$ cat config.mk
export PLATFORM = sky130hd
export DESIGN_NAME = pc_fetch_unit
export DESIGN_NICKNAME = d
export VERILOG_FILES = /design/src/rtl/pc_fetch_pkg.sv /design/src/rtl/branch_target_calc.sv /design/src/rtl/pc_fetch_unit.sv
export SDC_FILE = /design/constraint.sdc
export NUM_CORES = 1
export LEC_CHECK = 0
export ABC_AREA = 1
export CORE_MARGIN = 4
export CORE_UTILIZATION = 60
export DETAILED_ROUTE_END_ITERATION = 16
export PLACE_DENSITY_LB_ADDON = 0.12
export REMOVE_ABC_BUFFERS = 1
export SLEW_MARGIN = 20
export SYNTH_ARGS = -nofsm -noshare
export SYNTH_HDL_FRONTEND = slang
export SYNTH_SLANG_ARGS = --single-unit
$ cat constraint.sdc
create_clock -name clk -period 8.2 [get_ports clk]
set_input_delay 2.46 -clock clk [delete_from_list [all_inputs] [get_ports clk]]
set_output_delay 2.46 -clock clk [all_outputs]
set_load 0.05 [all_outputs]
$ cat src/rtl/pc_fetch_pkg.sv
// Shared state type and default widths for the PC fetch unit.
package pc_fetch_pkg;

    localparam int unsigned DEFAULT_PC_W     = 32;
    localparam int unsigned DEFAULT_INSTR_W  = 9;
    localparam int unsigned DEFAULT_OFF_W    = 7;
    localparam logic [31:0] DEFAULT_RESET_PC = 32'h0000_0000;

    typedef enum logic [2:0] {
        StFetch,
        StWaitMem,
        StIssue,
        StResolve,
        StHalted
    } fetch_state_t;

endpackage

$ cat src/rtl/branch_target_calc.sv
// Combinational next-PC candidates: sequential pc+1 and PC-relative branch target.
module branch_target_calc
    import pc_fetch_pkg::*;
#(
    parameter int unsigned PC_W  = DEFAULT_PC_W,
    parameter int unsigned OFF_W = DEFAULT_OFF_W
) (
    input  logic [PC_W-1:0]  pc,
    input  logic [OFF_W-1:0] offset,
    output logic [PC_W-1:0]  pc_inc,
    output logic [PC_W-1:0]  target
);

    logic [PC_W-1:0] offset_sext;

    // Target is relative to pc+1; all sums wrap modulo 2^PC_W.
    always_comb begin
        pc_inc      = pc + PC_W'(1);
        offset_sext = {{(PC_W - OFF_W){offset[OFF_W-1]}}, offset};
        target      = pc_inc + offset_sext;
    end

endmodule

$ cat src/rtl/pc_fetch_unit.sv
// PC register and fetch/issue/resolve sequencer for the 9-bit multicycle core.
// Optional branch statistics counters: define PC_FETCH_BRANCH_STATS_EN.
module pc_fetch_unit
    import pc_fetch_pkg::*;
#(
    parameter int unsigned     PC_W     = DEFAULT_PC_W,
    parameter int unsigned     INSTR_W  = DEFAULT_INSTR_W,
    parameter int unsigned     OFF_W    = DEFAULT_OFF_W,
    parameter logic [PC_W-1:0] RESET_PC = PC_W'(DEFAULT_RESET_PC)
) (
    input  logic               clk,
    input  logic               rst_n,
    output logic [PC_W-1:0]    imem_addr,
    output logic               imem_req,
    input  logic               imem_valid,
    input  logic [INSTR_W-1:0] imem_data,
    output logic [INSTR_W-1:0] instr,
    output logic               instr_valid,
    input  logic               instr_ready,
    input  logic               resolve_valid,
    input  logic               branch,
    input  logic               zero,
    input  logic               halt,
    output logic [PC_W-1:0]    pc,
`ifdef PC_FETCH_BRANCH_STATS_EN
    output logic [31:0]        taken_cnt,
    output logic [31:0]        retired_cnt,
`endif
    output logic               halted
);

    fetch_state_t    state;
    logic [PC_W-1:0] pc_inc;
    logic [PC_W-1:0] br_target;
    logic            br_taken;

    branch_target_calc #(
        .PC_W  (PC_W),
        .OFF_W (OFF_W)
    ) u_branch_target_calc (
        .pc     (pc),
        .offset (instr[OFF_W-1:0]),
        .pc_inc (pc_inc),
        .target (br_target)
    );

    assign imem_addr = pc;
    assign br_taken  = branch & zero;

    always_ff @(posedge clk or negedge rst_n) begin
        if (!rst_n) begin
            state       <= StFetch;
            pc          <= RESET_PC;
            imem_req    <= 1'b0;
            instr_valid <= 1'b0;
            instr       <= '0;
            halted      <= 1'b0;
        end else begin
            unique case (state)
                StFetch: begin
                    imem_req <= 1'b1;
                    state    <= StWaitMem;
                end
                StWaitMem: begin
                    if (imem_valid) begin
                        instr       <= imem_data;
                        imem_req    <= 1'b0;
                        instr_valid <= 1'b1;
                        state       <= StIssue;
                    end
                end
                StIssue: begin
                    if (instr_ready) begin
                        instr_valid <= 1'b0;
                        state       <= StResolve;
                    end
                end
                StResolve: begin
                    // halt wins over a simultaneous taken branch.
                    if (resolve_valid) begin
                        if (halt) begin
                            halted <= 1'b1;
                            state  <= StHalted;
                        end else begin
                            pc    <= br_taken ? br_target : pc_inc;
                            state <= StFetch;
                        end
                    end
                end
                StHalted: begin
                    imem_req    <= 1'b0;
                    instr_valid <= 1'b0;
                    halted      <= 1'b1;
                end
                default: state <= StFetch;
            endcase
        end
    end

`ifdef PC_FETCH_BRANCH_STATS_EN
    logic resolve_fire;

    assign resolve_fire = (state == StResolve) && resolve_valid && !halt;

    always_ff @(posedge clk or negedge rst_n) begin
        if (!rst_n) begin
            taken_cnt   <= '0;
            retired_cnt <= '0;
        end else if (resolve_fire) begin
            retired_cnt <= retired_cnt + 32'd1;
            if (br_taken) begin
                taken_cnt <= taken_cnt + 32'd1;
            end
        end
    end
`else
    // Statistics not built; the branch outcome only steers the PC.
`endif

endmodule

==> results_dict.tcl, run 1 <==
set metrics [dict create \
    status "finished clean" \
    syn_area_um2 5886 \
    final_cell_area_um2 6758 \
    synth-edff-count 0 \
    min_period_ns 4.953 \
    synth_top_area_share_pct 23.21 \
    relSlewSlack_pct 27.10 \
    avgSynthCellArea_um2 5.886 \
    dp_slack_ns 2.994 \
    firstDrtPassIters 5 \
    report.final.hold_viol_count 0 \
    rows 35 \
    vias_per_cell 5.229 \
    synth_top_area_cell "nand2_1" \
    postCtsHoldBufs 0 \
    fillers 869 \
    wl_mm 16.91 \
    ys_async_sr_fraction_pct 100.0 \
    start_util_pct 62.51 \
    setup_tns_ns 0 \
    synth_area_leaders "nand2_1 23%, dfrtp_1 20%, inv_1 11%, ha_1 8.3%, nor2_1 5.0%" \
    dp_hpwl_mm 13.83 \
    startpoint "zero" \
    synth_cell_types 47 \
    cts_resized 0 \
    cts_num_sinks 47 \
    drcViolationCount 0 \
    wl_per_cell_um 14.27 \
    place.gp.congestion 0.9549 \
    critPathKind "in2reg" \
    clock_skew_ns 0.008245 \
    antenna_cells 0 \
    drive_above_1_share_pct 5.398 \
    worstPathArrival_ns 5.18 \
    post_cts_buffers 0 \
    finalWorstSetupSlack_ns 3.247 \
    die_h_um 107.0 \
    slew_violations 0 \
    ys_seq_area_share_pct 19.98 \
    worstHoldStart "halted$_DFFE_PN0P_" \
    grt_setup_unrepaired "no" \
    r2r_start "imem_addr[1]$_DFFE_PN0P_" \
    clock_latency_ns 0.31 \
    finalCritPeriodShare_pct 60.40 \
    synth_common_cells "364 x nand2_1, 175 x inv_1, 78 x nor2_1, 58 x nand3_1, 47 x dfrtp_1" \
    cts_tree "built" \
    core_area_um2 9415 \
    hold_path.class "reg2reg" \
    stdcell_count 1185 \
    critPathMaxFanout 34 \
    cts_root_buffer "clkbuf_8" \
    grt_pass1_vias 5618 \
    yosysMostFrequentCell "nand2_1" \
    maxCapViolCount 0 \
    nets 1113 \
    antenna_left 0 \
    setup_viol 0 \
    die_area_um2 11460 \
    grt_pass1_wl_mm 27.81 \
    worst_pin_slew_ns 1.091 \
    ys_ff_latch 47 \
    die_w_um 107.0 \
    dp_cells 1178 \
    area_growth_pct 14.82 \
    place_area_um2 6668 \
    cp-end-kind "flip-flop" \
    synthCells 1000 \
    cts-buffers-inserted 5 \
    path_clk_slew_ns 0.09 \
    cp-start-kind "primary input" \
    clk_path_buf_depth 2 \
    cp_data_required_time_ns 8.43 \
    ys_warn_count 0 \
    grt_use_total_pct 30.14 \
    ioPinCount 93 \
    drtIter0Drc 505 \
    grt-ovfl-total 0 \
    htreeDepth 2 \
    num_vias 6196 \
    timing.fmax_ghz 0.2019 \
    antenna_found_initial 0 \
    synth_ff_type "dfrtp_1" \
    grt_max_degree 50 \
    portBuffers 92 \
]
-- through the flow --
step           hold WS [ns]  utilization, %
2_1_floorplan        0.5544               -
3_3_place_gp         0.4553           70.82
3_5_place_dp         0.4624           70.82
4_1_cts              0.4810           71.75
5_1_grt              0.4864           71.77
6_report             0.4797           71.77
-- cell type report --
type / count / area, um2 / area share (%)
clock inverters: 1 / 5.005 / 0.07406
multi-input cells: 727 / 3720 / 55.05
inverters: 181 / 679.4 / 10.05
flip-flops and latches: 47 / 1176 / 17.40
repair buffers: 94 / 933.4 / 13.81
clock buffers: 6 / 82.58 / 1.222
well taps: 129 / 161.4 / 2.388
-- cell usage in the layout (no fill, tap or decap), types with 4 or more instances in the layout --
| cell | instances |
|---|---|
| dfrtp_1 | 47 |
| nand3b_1 | 8 |
| nor2_4 | 6 |
| nand2_1 | 364 |
| a31oi_1 | 7 |
| o21ai_1 | 4 |
| xnor2_1 | 4 |
| ha_1 | 39 |
| nand3_1 | 58 |
| nor2_1 | 78 |
| nand2_2 | 11 |
| clkdlybuf4s50_1 | 91 |
| and2_1 | 6 |
| inv_1 | 175 |
| inv_2 | 5 |
| nor3_1 | 17 |
| clkbuf_8 | 6 |
| a21oi_1 | 41 |
| o21ai_0 | 29 |
| xor2_1 | 13 |
| a21oi_2 | 5 |
-- sequential cells by signal (all words and copies together) (netlist names) --
name,flops
instr,9
halted,1
imem_addr,32
state,3
imem_req,1
instr_valid,1
-- routing by layer --
| layer | global-route usage [%] | vias up | wire, um |
|---|---|---|---|
| met5 | 0 | - | 0 |
| met1 | 44.47 | 2758 | 7825 |
| met3 | 3.191 | 17 | 1486 |
| met4 | 8.493 | 0 | 261 |
| met2 | 46.43 | 264 | 7339 |
| li1 | - | 3157 | - |
-- worst paths after layout --
path | end | slack [ns] | cells after the start
worst max-delay path | imem_addr[8]$_DFFE_PN0P_ | 3.25 | 7
worst min-delay path | halted$_DFFE_PN0P_ | 0.48 | 1
worst max register to register | imem_addr[31]$_DFFE_PN0P_ | 4.76 | 18
worst min register to register | halted$_DFFE_PN0P_ | 0.48 | 1
max in group asynchronous | imem_addr[25]$_DFFE_PN0P_ | 5.63 | 1
min in group asynchronous | imem_addr[0]$_DFFE_PN0P_ | 2.15 | 1
-- critical path, cell delays in order --
cell and delay [ns]:
clkdlybuf4s50_1 0.46, nand2_1 0.62, inv_1 1.09, o21ai_0 0.20
a21oi_1 0.16, o21ai_0 0.08, o21ai_0 0.10
-- logic make-up (layout without fill, tap and decap cells) --
group / count (synthesis) / count (layout) / synth area share, %
flip-flops: 47 / 47 / 19.98
adder cells (fa/ha/maj): 40 / 40 / 8.631
XOR/XNOR: 18 / 18 / 2.806
AND/OR/NAND/NOR: 573 / 573 / 42.73
AO/OA/AOI/OAI: 96 / 96 / 9.035
buffers and inverters: 226 / 282 / 16.82
Power of run 1 is not shown: default switching activity piles up to over one toggle a cycle in this logic, so the estimate is an artifact.
==> inputs of run 2 (changes only) <==
--- a/config.mk
+++ b/config.mk
@@ -7,7 +7,7 @@
 export LEC_CHECK = 0
 export ABC_AREA = 1
 export CORE_MARGIN = 4
-export CORE_UTILIZATION = 60
+export CORE_UTILIZATION = 50
 export DETAILED_ROUTE_END_ITERATION = 16
 export PLACE_DENSITY_LB_ADDON = 0.12
 export REMOVE_ABC_BUFFERS = 1
==> constraint.sdc (replaced) <==
create_clock -name clk -period 4.1 [get_ports clk]
set_input_delay 1.23 -clock clk [delete_from_list [all_inputs] [get_ports clk]]
set_output_delay 1.23 -clock clk [all_outputs]
set_load 0.05 [all_outputs]
==> results_dict.tcl, run 2 (synthesis results as in run 1) <==
set metrics [dict create \
    critPathMaxFanout 6 \
    path_clk_slew_ns 0.07 \
    maxCapViolCount 0 \
    place_area_um2 6723 \
    hold_path.class "reg2reg" \
    place.gp.congestion 0.9784 \
    start_util_pct 51.33 \
    cts_root_buffer "clkbuf_16" \
    relSlewSlack_pct 58.23 \
    die_h_um 116.5 \
    status "finished clean" \
    min_period_ns 3.217 \
    post_cts_buffers 0 \
    wl_mm 17.31 \
    final_cell_mix "364 x nand2_1, 175 x inv_1, 91 x clkdlybuf4s50_1" \
    finalCritPeriodShare_pct 78.46 \
    antenna_cells 0 \
    htreeDepth 2 \
    largest_reg_flops 32 \
    report.final.hold_viol_count 0 \
    firstDrtPassIters 5 \
    portBuffers 92 \
    final_common_cell "nand2_1" \
    drcViolationCount 0 \
    cts-buffers-inserted 5 \
    cp-start-kind "flip-flop" \
    rows 39 \
    cts_resized 0 \
    die_area_um2 13570 \
    cts_tree "built" \
    final_cell_area_um2 6864 \
    wl_per_cell_um 14.36 \
    cp-end-kind "flip-flop" \
    grt_setup_unrepaired "no" \
    fillers 1134 \
    final-seq-area_um2 1176 \
    grt_pass1_wl_mm 27.72 \
    nets 1118 \
    grt_use_total_pct 26.08 \
    postCtsHoldBufs 0 \
    grt_max_degree 49 \
    ioPinCount 93 \
    clock_skew_ns 0.005624 \
    antenna_found_initial 0 \
    cts_num_sinks 47 \
    core_area_um2 11470 \
    timing.fmax_ghz 0.3109 \
    dp_hpwl_mm 14.13 \
    clk_path_buf_depth 2 \
    grt-ovfl-total 0 \
    drive_above_1_share_pct 5.838 \
    setup_tns_ns 0 \
    drtIter0Drc 475 \
    worst_pin_slew_ns 0.6266 \
    antenna_left 0 \
    die_w_um 116.5 \
    cp_data_required_time_ns 4.29 \
    multiInputGateArea_um2 3720 \
    clock_latency_ns 0.29 \
    setup_viol 0 \
    area_growth_pct 16.62 \
    num_vias 6052 \
    grt_pass1_vias 5467 \
    vias_per_cell 5.022 \
    slew_violations 0 \
    worstPathArrival_ns 3.41 \
    critPathKind "reg2reg" \
]
## run 2: worst paths after layout
| kind | start | to | slack [ns] | depth (start not counted) |
|---|---|---|---|---|
| max | imem_addr[0]$_DFFE_PN0P_ | imem_addr[31]$_DFFE_PN0P_ | 0.88 | 19 |
| min | halted$_DFFE_PN0P_ | halted$_DFFE_PN0P_ | 0.46 | 1 |
| max reg2reg | imem_addr[0]$_DFFE_PN0P_ | imem_addr[31]$_DFFE_PN0P_ | 0.88 | 19 |
| min reg2reg | halted$_DFFE_PN0P_ | halted$_DFFE_PN0P_ | 0.46 | 1 |
| max in group asynchronous | rst_n | imem_addr[25]$_DFFE_PN0P_ | 2.41 | 2 |
| min in group asynchronous | rst_n | instr[8]$_DFFE_PN0P_ | 0.95 | 1 |
## run 2: metrics by stage
step / instances / worst slack [ns] / util [%] / hold slack, ns
detailed placement: 1197 / 0.9254 / 58.63 / 0.4525
CTS: 1205 / 0.9055 / 59.86 / 0.4687
global route: 1205 / 0.5598 / 59.86 / 0.4955
global placement: 1197 / 0.9347 / 58.63 / 0.4484
finish: 1205 / 0.8832 / 59.86 / 0.4639
floorplan: 955 / 0.6064 / - / 0.5544
## run 2: critical path: stages (launching register included)
cell and delay (ns):
dfrtp_1 0.42, ha_1 0.24, nand2_2 0.10, nor2_4 0.15, nand3_4 0.11, nor2_4 0.16, nand2_1 0.07, inv_1 0.06
nand2_1 0.06, and2_1 0.17, ha_1 0.37, nand2_1 0.14, nor2_1 0.22, nand2_1 0.10, nor3_1 0.36, a21oi_1 0.13
nand2_1 0.08, nand3_1 0.06, nand2_1 0.06, nand2_1 0.04
## run 2: routing by layer
| metal | track usage [%] | routed length [um] | vias up |
|---|---|---|---|
| met1 | 38.87 | 8363 | 2686 |
| met3 | 3.420 | 1146 | 17 |
| met5 | 0 | 0 | - |
| met2 | 40.01 | 7502 | 188 |
| met4 | 6.187 | 297 | 0 |
| li1 | - | - | 3161 |
## run 2: area by class of cell
type / count / share of cell area [%]
Clock buffer: 6 / 1.878
Clock inverter: 2 / 0.1823
Inverter: 181 / 9.898
Multi-Input combinational cell: 727 / 54.19
Sequential cell: 47 / 17.13
Tap cell: 143 / 2.607
Timing Repair Buffer: 99 / 14.11
Power of run 2 is left out for the same reason.
==> inputs of run 3 (changes only) <==
--- a/config.mk
+++ b/config.mk
@@ -7,7 +7,7 @@
 export LEC_CHECK = 0
 export ABC_AREA = 1
 export CORE_MARGIN = 4
-export CORE_UTILIZATION = 50
+export CORE_UTILIZATION = 56
 export DETAILED_ROUTE_END_ITERATION = 16
 export PLACE_DENSITY_LB_ADDON = 0.12
 export REMOVE_ABC_BUFFERS = 1
==> constraint.sdc (replaced) <==
create_clock -name clk -period 3.1 [get_ports clk]
set_input_delay 0.93 -clock clk [delete_from_list [all_inputs] [get_ports clk]]
set_output_delay 0.93 -clock clk [all_outputs]
set_load 0.05 [all_outputs]
==> results_dict.tcl, run 3 (synthesis results as in run 1) <==
set metrics [dict create \
    setup_viol 0 \
    antenna_cells 0 \
    cp_data_required_time_ns 3.34 \
    die_area_um2 12210 \
    report.final.hold_viol_count 0 \
    firstDrtPassIters 7 \
    largest_reg_flops 32 \
    core_area_um2 10280 \
    die_w_um 110.5 \
    timing.fmax_ghz 0.3356 \
    path_clk_slew_ns 0.10 \
    r2r_slack_ns 0.12 \
    portBuffers 92 \
    setup_tns_ns 0 \
    place.gp.congestion 0.9195 \
    finalCritPeriodShare_pct 96.12 \
    cp-end-kind "flip-flop" \
    grtUsageMet1_pct 42.39 \
    dp_hpwl_mm 13.99 \
    final_common_cell "nand2_1" \
    clk_path_buf_depth 2 \
    postCtsHoldBufs 0 \
    drtIter0Drc 567 \
    htreeDepth 2 \
    die_h_um 110.5 \
    grt.met3_usage_pct 4.493 \
    cts_root_buffer "clkbuf_8" \
    reg2regPathDepth 20 \
    cts_tree "built" \
    wl_mm 18.30 \
    status "finished clean" \
    reg2reg_to "imem_addr[29]$_DFFE_PN0P_" \
    rows 37 \
    fillers 936 \
    grt_max_degree 49 \
    cp-endpoint "imem_addr[29]$_DFFE_PN0P_" \
    num_vias 6514 \
    dp_slack_ns -0.03588 \
    cts_num_sinks 47 \
    drive_above_1_share_pct 16.71 \
    r2r_start "imem_addr[1]$_DFFE_PN0P_" \
    vias_per_cell 5.318 \
    maxCapViolCount 0 \
    worstPathArrival_ns 3.22 \
    clock_latency_ns 0.31 \
    critPathKind "reg2reg" \
    antenna_found_initial 0 \
    drcViolationCount 0 \
    grt_pass1_vias 5727 \
    cp-start-kind "flip-flop" \
    grt_use_total_pct 28.61 \
    worst_pin_slew_ns 0.6446 \
    grt-ovfl-total 0 \
    nets 1146 \
    start_util_pct 57.27 \
    cts-buffers-inserted 5 \
    slew_violations 0 \
    final_cell_mix "344 x nand2_1, 171 x inv_1, 90 x clkdlybuf4s50_1" \
    grt_pass1_wl_mm 29.01 \
    finalWorstSetupSlack_ns 0.1204 \
    relSlewSlack_pct 57.03 \
    area_growth_pct 26.32 \
    ioPinCount 93 \
    busiest_layer "met2" \
    startpoint "imem_addr[1]$_DFFE_PN0P_" \
    wl_per_cell_um 14.94 \
    antenna_left 0 \
    clock_skew_ns 0.01121 \
    critPathMaxFanout 6 \
    hold_path.class "reg2reg" \
    min_period_ns 2.980 \
    grt.met2_usage_pct 43.24 \
]
[run 3: what timing repair did]
action,in CTS,in global routing
endpoints found under the setup margin,3,21
gates resized for setup,4,104
buffers inserted,0,11
pin swaps,0,21
[run 3: layout make-up]
type	count	area [um2]	area share, %
multi-input cells	727	4120	55.42
repair buffers	127	1192	16.04
flip-flops and latches	47	1190	16.00
inverters	181	679.4	9.138
well taps	136	170.2	2.289
clock buffers	5	68.82	0.9256
clock inverters	2	13.76	0.1851
[run 3: per-stage QoR]
stage,cell area (um2),utilization [%],hold WS (ns),std cells
detailed placement,6852,66.67,0.4626,1207
global placement,6852,66.67,0.4532,1207
global route,7435,72.34,0.5206,1225
finish,7435,72.34,0.4743,1225
floorplan,5575,-,0.5544,955
CTS,6955,67.68,0.4819,1214
[run 3: worst min-delay path by stage]
stage / slack [ns] / cells after the start / startpoint / to
finish: 0.47 / 1 / halted$_DFFE_PN0P_ / halted$_DFFE_PN0P_
global route: 0.52 / 1 / halted$_DFFE_PN0P_ / halted$_DFFE_PN0P_
CTS: 0.48 / 1 / halted$_DFFE_PN0P_ / halted$_DFFE_PN0P_
detailed placement: 0.46 / 1 / halted$_DFFE_PN0P_ / halted$_DFFE_PN0P_
global placement: 0.45 / 1 / halted$_DFFE_PN0P_ / halted$_DFFE_PN0P_
floorplan: 0.55 / 3 / state[0]$_DFFE_PN0P_ / state[0]$_DFFE_PN0P_
[run 3: critical path, cell delays in order (launching register included)]
cell,delay (ns)
dfrtp_1,0.45
ha_4,0.18
nand2_4,0.07
nor2_4,0.18
nand3_4,0.11
nor2_4,0.22
nand2_1,0.10
inv_2,0.08
or2_4,0.13
and2_4,0.15
ha_4,0.23
nand2_4,0.11
nor2_4,0.05
buf_4,0.13
nand2_1,0.06
nand2_1,0.08
a21oi_2,0.20
nand2_1,0.09
nand2_1,0.08
nand3_2,0.07
a21oi_1,0.15
[run 3: routing by layer]
metal  routed length (um)  share of wire, %
met5                    0                 0
met1                 7992                44
met3                 1770               9.7
met2                 8110                44
met4                  427               2.3
Power of run 3 is left out for the same reason.
